==> config.mk <==
export PLATFORM = sky130hd
export DESIGN_NAME = if_stage
export DESIGN_NICKNAME = d
export VERILOG_FILES = /design/src/rtl/if_stage.sv
export SDC_FILE = /design/constraint.sdc
export NUM_CORES = 1
export LEC_CHECK = 0
export BUFFER_PORTS_ARGS = -buffer_cell sky130_fd_sc_hd__buf_2
export CAP_MARGIN = 20
export CORE_MARGIN = 2
export CORE_UTILIZATION = 54
export CTS_BUF_LIST = sky130_fd_sc_hd__clkbuf_8
export CTS_CLUSTER_SIZE = 14
export DETAILED_ROUTE_END_ITERATION = 8
export GPL_ROUTABILITY_DRIVEN = 1
export PLACE_DENSITY = 0.83
export RECOVER_POWER = 25
export SYNTH_ARGS = -nofsm -noshare
export SYNTH_HDL_FRONTEND = slang
export SYNTH_SLANG_ARGS = --single-unit
==> constraint.sdc <==
create_clock -name clk -period 4.15 [get_ports clk]
set_clock_uncertainty 0.15 [all_clocks]
set_input_delay 0.415 -clock clk [delete_from_list [all_inputs] [get_ports clk]]
set_output_delay 0.415 -clock clk [all_outputs]
set_load 0.02 [all_outputs]
==> src/rtl/if_stage.sv <==
// rtl/if_stage.sv - instruction fetch stage: PC register, IF/ID pipeline register, fetch FSM
//
// Purpose:
//   Holds the program counter, presents it to instruction memory and captures the
//   returned word into the IF/ID register. Downstream stall holds the stage, a
//   redirect flushes it (one bubble) and refetches from the redirect target.
//   Optional feature macro: IF_EARLY_JUMP_EN (jump opcode 6'b000010 redirects the
//   PC in IF without waiting for downstream resolution).
//
// Ports:
//   clk            in   clock, all state on rising edge
//   reset          in   synchronous active-high reset
//   stall_i        in   ID cannot accept; hold PC and IF/ID
//   redirect_i     in   taken branch/jump from downstream; flush and refetch
//   redirect_pc_i  in   byte target for redirect_i (low two bits ignored)
//   imem_addr_o    out  byte fetch address (the PC register)
//   imem_rdata_i   in   instruction word read combinationally at imem_addr_o
//   ifid_valid_o   out  IF/ID holds a real instruction
//   ifid_instr_o   out  fetched instruction
//   ifid_pc_o      out  byte address of ifid_instr_o
//   ifid_pc4_o     out  ifid_pc_o + 4

module if_stage #(
  parameter logic [31:0] RESET_PC = 32'h0000_0000
) (
  input  logic        clk,
  input  logic        reset,
  input  logic        stall_i,
  input  logic        redirect_i,
  input  logic [31:0] redirect_pc_i,
  output logic [31:0] imem_addr_o,
  input  logic [31:0] imem_rdata_i,
  output logic        ifid_valid_o,
  output logic [31:0] ifid_instr_o,
  output logic [31:0] ifid_pc_o,
  output logic [31:0] ifid_pc4_o
);

  typedef enum logic [1:0] {
    RUN   = 2'd0,
    FLUSH = 2'd1,
    HOLD  = 2'd2
  } fetch_state_t;

  fetch_state_t state;
  logic [31:0]  pc;
  logic [31:0]  pc_plus4;
  logic [31:0]  seq_pc;

  // Natural 32-bit wrap: 32'hFFFF_FFFC + 4 = 0.
  assign pc_plus4    = pc + 32'd4;
  assign imem_addr_o = pc;

`ifdef IF_EARLY_JUMP_EN
  logic        is_jump;
  logic [31:0] jump_off;

  // PC-relative word offset; the jump word itself still goes down the pipe.
  assign is_jump  = (imem_rdata_i[31:26] == 6'b000010);
  assign jump_off = {{4{imem_rdata_i[25]}}, imem_rdata_i[25:0], 2'b00};
  assign seq_pc   = is_jump ? (pc + jump_off) : pc_plus4;
`else
  assign seq_pc   = pc_plus4;
`endif

  always_ff @(posedge clk) begin
    if (reset) begin
      pc           <= {RESET_PC[31:2], 2'b00};
      state        <= RUN;
      ifid_valid_o <= 1'b0;
      ifid_instr_o <= 32'd0;
      ifid_pc_o    <= 32'd0;
      ifid_pc4_o   <= 32'd0;
    end else if (redirect_i) begin
      // Redirect wins over stall: the bubble replaces whatever IF/ID held.
      pc           <= {redirect_pc_i[31:2], 2'b00};
      state        <= FLUSH;
      ifid_valid_o <= 1'b0;
      ifid_instr_o <= 32'd0;
      ifid_pc_o    <= 32'd0;
      ifid_pc4_o   <= 32'd0;
    end else begin
      case (state)
        RUN:     if (stall_i) state <= HOLD;
        HOLD:    if (!stall_i) state <= RUN;
        FLUSH:   state <= stall_i ? HOLD : RUN;
        default: state <= RUN;
      endcase
      if (!stall_i) begin
        pc           <= {seq_pc[31:2], 2'b00};
        ifid_valid_o <= 1'b1;
        ifid_instr_o <= imem_rdata_i;
        ifid_pc_o    <= pc;
        ifid_pc4_o   <= pc_plus4;
      end
    end
  end

endmodule

==> flow_summary_export.csv <==
group,metric,value,unit
run_status,status,"finished, final reports clean",
sta,grt_setup_unrepaired,"no",
detailed_routing,dr_total_vias,5013,
detailed_routing,drt_first_pass_iters,6,
clocking,cts-root-buf,"clkbuf_8",
critical_path,worstSetupPathType,"reg2reg",
sta,period_needed,2.53,ns
synthesis,synthDistinctLibCells,41,
grt,groute.usage.overall,26.3,%
floorplan,ios,197,
cells_and_area,stdcell_count,905,
synthesis,syn_inst,601,
detailed_routing,drt-initial-drc-count,278,
clocking,hold_buffers,0,
synthesis,ys_seq_elements,123,
placed_design,numPortBuffers,188,
detailed_routing,wl_met2,7080,microns
clocking,clk_pin_slew,0.07,ns
floorplan,die_y,104,microns
sta,drv_slew,0,
floorplan,design.core.area,9730,sq um
min_path,hold_depth,3,
sta,tns,0,ns
detailed_routing,m1WireLength,5860,microns
detailed_routing,drc,0,
floorplan,rows,36,
clocking,clock_latency,0.42,ns
cells_and_area,drive_gt1_share,23.1,%
power,ir_drop,264,uV
synthesis,ys.flop_type,"dfxtp_1",
clocking,post-cts-setup-buffers,0,
critical_path,cp_data_arrival_time,2.71,ns
synthesis,syn_avg_cell_area,8.97,sq um
cells_and_area,syn2layout_area_growth,23.0,%
critical_path,worstRegToRegCells,6,
clocking,clock_sinks,123,
clocking,clockBufferDepth,2,
grt,grt_pass1_wl,23100,microns
min_path,hold_class,"in2reg",
synthesis,ys_warn_count,0,
sta,finalHoldViolations,0,
sta,slew_headroom,34.2,%
floorplan,die-area,10800,sq um
grt,overflow,0,
synthesis,synth_area,5390,sq um
detailed_routing,vias_per_cell,5.54,
grt,grt_max_degree,60,
power,powerDensity,413,nW/um^2
placed_design,hpwl,9900,microns
sta,max_freq,395,MHz
clocking,htree_levels,4,
detailed_routing,wl_per_cell,15.9,microns
grt,grt_pass1_vias,4768,
synthesis,yosysSeqAreaShare,45.7,%
critical_path,crit_path_max_fanout,16,
synthesis,synth_edf_count,0,
detailed_routing,dr.max_layer_used,"met4",
detailed_routing,drt_wl_total,14400,microns
floorplan,start_util,55.4,%
sta,min_period_over_period,61.0,%
clocking,cts_resized,0,
placed_design,gp_congestion,0.844,
critical_path,worstSetupEndpointType,"flip-flop",
cells_and_area,nNetsFinal,829,
critical_path,start_kind,"flip-flop",
sta,setup_violations,0,
cells_and_area,antenna_cells,0,
power,leakage,2.82,nW
floorplan,dieWidth,104,microns
clocking,cts_buffers,17,
detailed_routing,ant_nets,0,
sta,worst_slew_pin_slew,0.986,ns
job,maxCapViolations,0,
critical_path,required,4.33,ns
synthesis,synthArstFlopShare,0,%
detailed_routing,wl_met3,1210,microns
grt,grt_antenna_before_repair,0,
placed_design,dp.cells,874,
clocking,cts_tree,"done",
==> cells in the final DEF, fill, tap and decap left out, types with 15 or more instances in the layout <==
cell      Yosys  layout
clkbuf_1     33      61
a21oi_1      45      45
dfxtp_1     123     123
mux2i_1      61      61
clkbuf_8      0      20
nand2_1      39      39
nor2_1      103     103
xnor2_1      33      33
a211oi_1     15      15
buf_2        11     126
o21ai_0      24      24
==> logic make-up (layout without fill, tap and decap cells) <==
| logic type | count (synthesis) | after routing | synth area share, % |
|---|---|---|---|
| simple gates | 210 | 210 | 19.7 |
| flops | 123 | 123 | 45.7 |
| compound gates | 96 | 96 | 10.0 |
| buf+inv | 62 | 228 | 5.33 |
| mux | 61 | 61 | 11.3 |
| xor+xnor | 47 | 47 | 7.63 |
| fa+ha+maj | 1 | 1 | 0.232 |
| other cells | 1 | 6 | 0.0695 |
==> layout make-up <==
cell class,instances,area [sq um]
clock buffer,20,275
timing repair buffer,192,897
inverter,5,18.8
tap,133,166
multi-input combinational,421,2660
clock inverter,11,151
sequential,123,2460
fill,819,3100
==> sequential cells by signal, indices dropped and copies added, names as in the netlist <==
register      count
imem_addr_o      30
ifid_instr_o     32
ifid_pc4_o       30
ifid_pc_o        30
ifid_valid_o      1
==> routing by layer <==
metal / up-vias / global-route usage [%]
li1: 2363 / -
met1: 2355 / 31.3
met2: 269 / 44.2
met3: 26 / 8.52
met4: 0 / 10.1
met5: - / 0
==> power breakdown <==
group	switching (mW)	internal, mW	leakage [nW]
sequential	0.0623	1.23	1.01
clock	0.452	0.689	0.232
combinational	0.192	0.117	1.59
total	0.706	2.03	2.82
==> synthesized netlist by cell type, types with 2 or more instances <==
| master | count | area [sq um] |
|---|---|---|
| nor4_4 | 3 | 63.8 |
| nor4_2 | 5 | 62.6 |
| a21oi_1 | 45 | 225 |
| o22ai_1 | 6 | 37.5 |
| mux2i_1 | 61 | 611 |
| nor3_2 | 6 | 60.1 |
| or3_1 | 3 | 18.8 |
| and3_1 | 7 | 43.8 |
| buf_6 | 2 | 22.5 |
| xor2_1 | 14 | 123 |
| nand4_1 | 14 | 87.6 |
| and4_1 | 2 | 17.5 |
| nor3_1 | 9 | 45.0 |
| buf_2 | 11 | 55.1 |
| o21ai_0 | 24 | 120 |
| nand2_1 | 39 | 146 |
| dfxtp_1 | 123 | 2460 |
| a311oi_1 | 2 | 17.5 |
| xnor2_1 | 33 | 289 |
| clkbuf_1 | 33 | 124 |
| nand3_1 | 7 | 35.0 |
| a211oi_1 | 15 | 113 |
| inv_1 | 4 | 15.0 |
| nor2_1 | 103 | 387 |
| nand3_2 | 2 | 20.0 |
| nand4b_1 | 2 | 17.5 |
| nor2b_1 | 3 | 18.8 |
| buf_1 | 4 | 15.0 |
| buf_4 | 7 | 52.6 |
==> worst max-delay path, cell delays in order, from the launching register on <==
cell and delay [ns]:
dfxtp_1 0.49, ha_1 0.31, nand3_2 0.12, or4_4 0.68, nor4_2 0.34, xnor2_1 0.10
a211oi_1 0.25
==> path summary, 6_finish.rpt <==
check	start	endpoint	slack (ns)
worst max-delay path	imem_addr_o[3]$_SDFFE_PP0P_	imem_addr_o[26]$_SDFFE_PP0P_	1.62
worst min-delay path	imem_rdata_i[18]	ifid_instr_o[18]$_SDFFE_PP0N_	0.07
worst max register to register	imem_addr_o[3]$_SDFFE_PP0P_	imem_addr_o[26]$_SDFFE_PP0P_	1.62
worst min register to register	ifid_valid_o$_SDFFE_PP0N_	ifid_valid_o$_SDFFE_PP0N_	0.31
==> stage by stage <==
| step | util [%] | hold slack (ns) | setup slack, ns | instance area (sq um) | power, mW |
|---|---|---|---|---|---|
| finish | 68.2 | 0.0704 | 1.62 | 6630 | 2.74 |
| global route | 68.2 | 0.0407 | 1.50 | 6630 | 2.83 |
| CTS | 69.0 | 0.0510 | 1.64 | 6710 | 2.75 |
| detailed placement | 64.6 | 0.292 | 1.54 | 6280 | 1.62 |
| global placement | 64.6 | 0.283 | 1.60 | 6280 | 1.61 |
| floorplan | - | 0.391 | 1.74 | 5410 | 1.52 |
No activity file was read; power rests on OpenSTA's default activity.
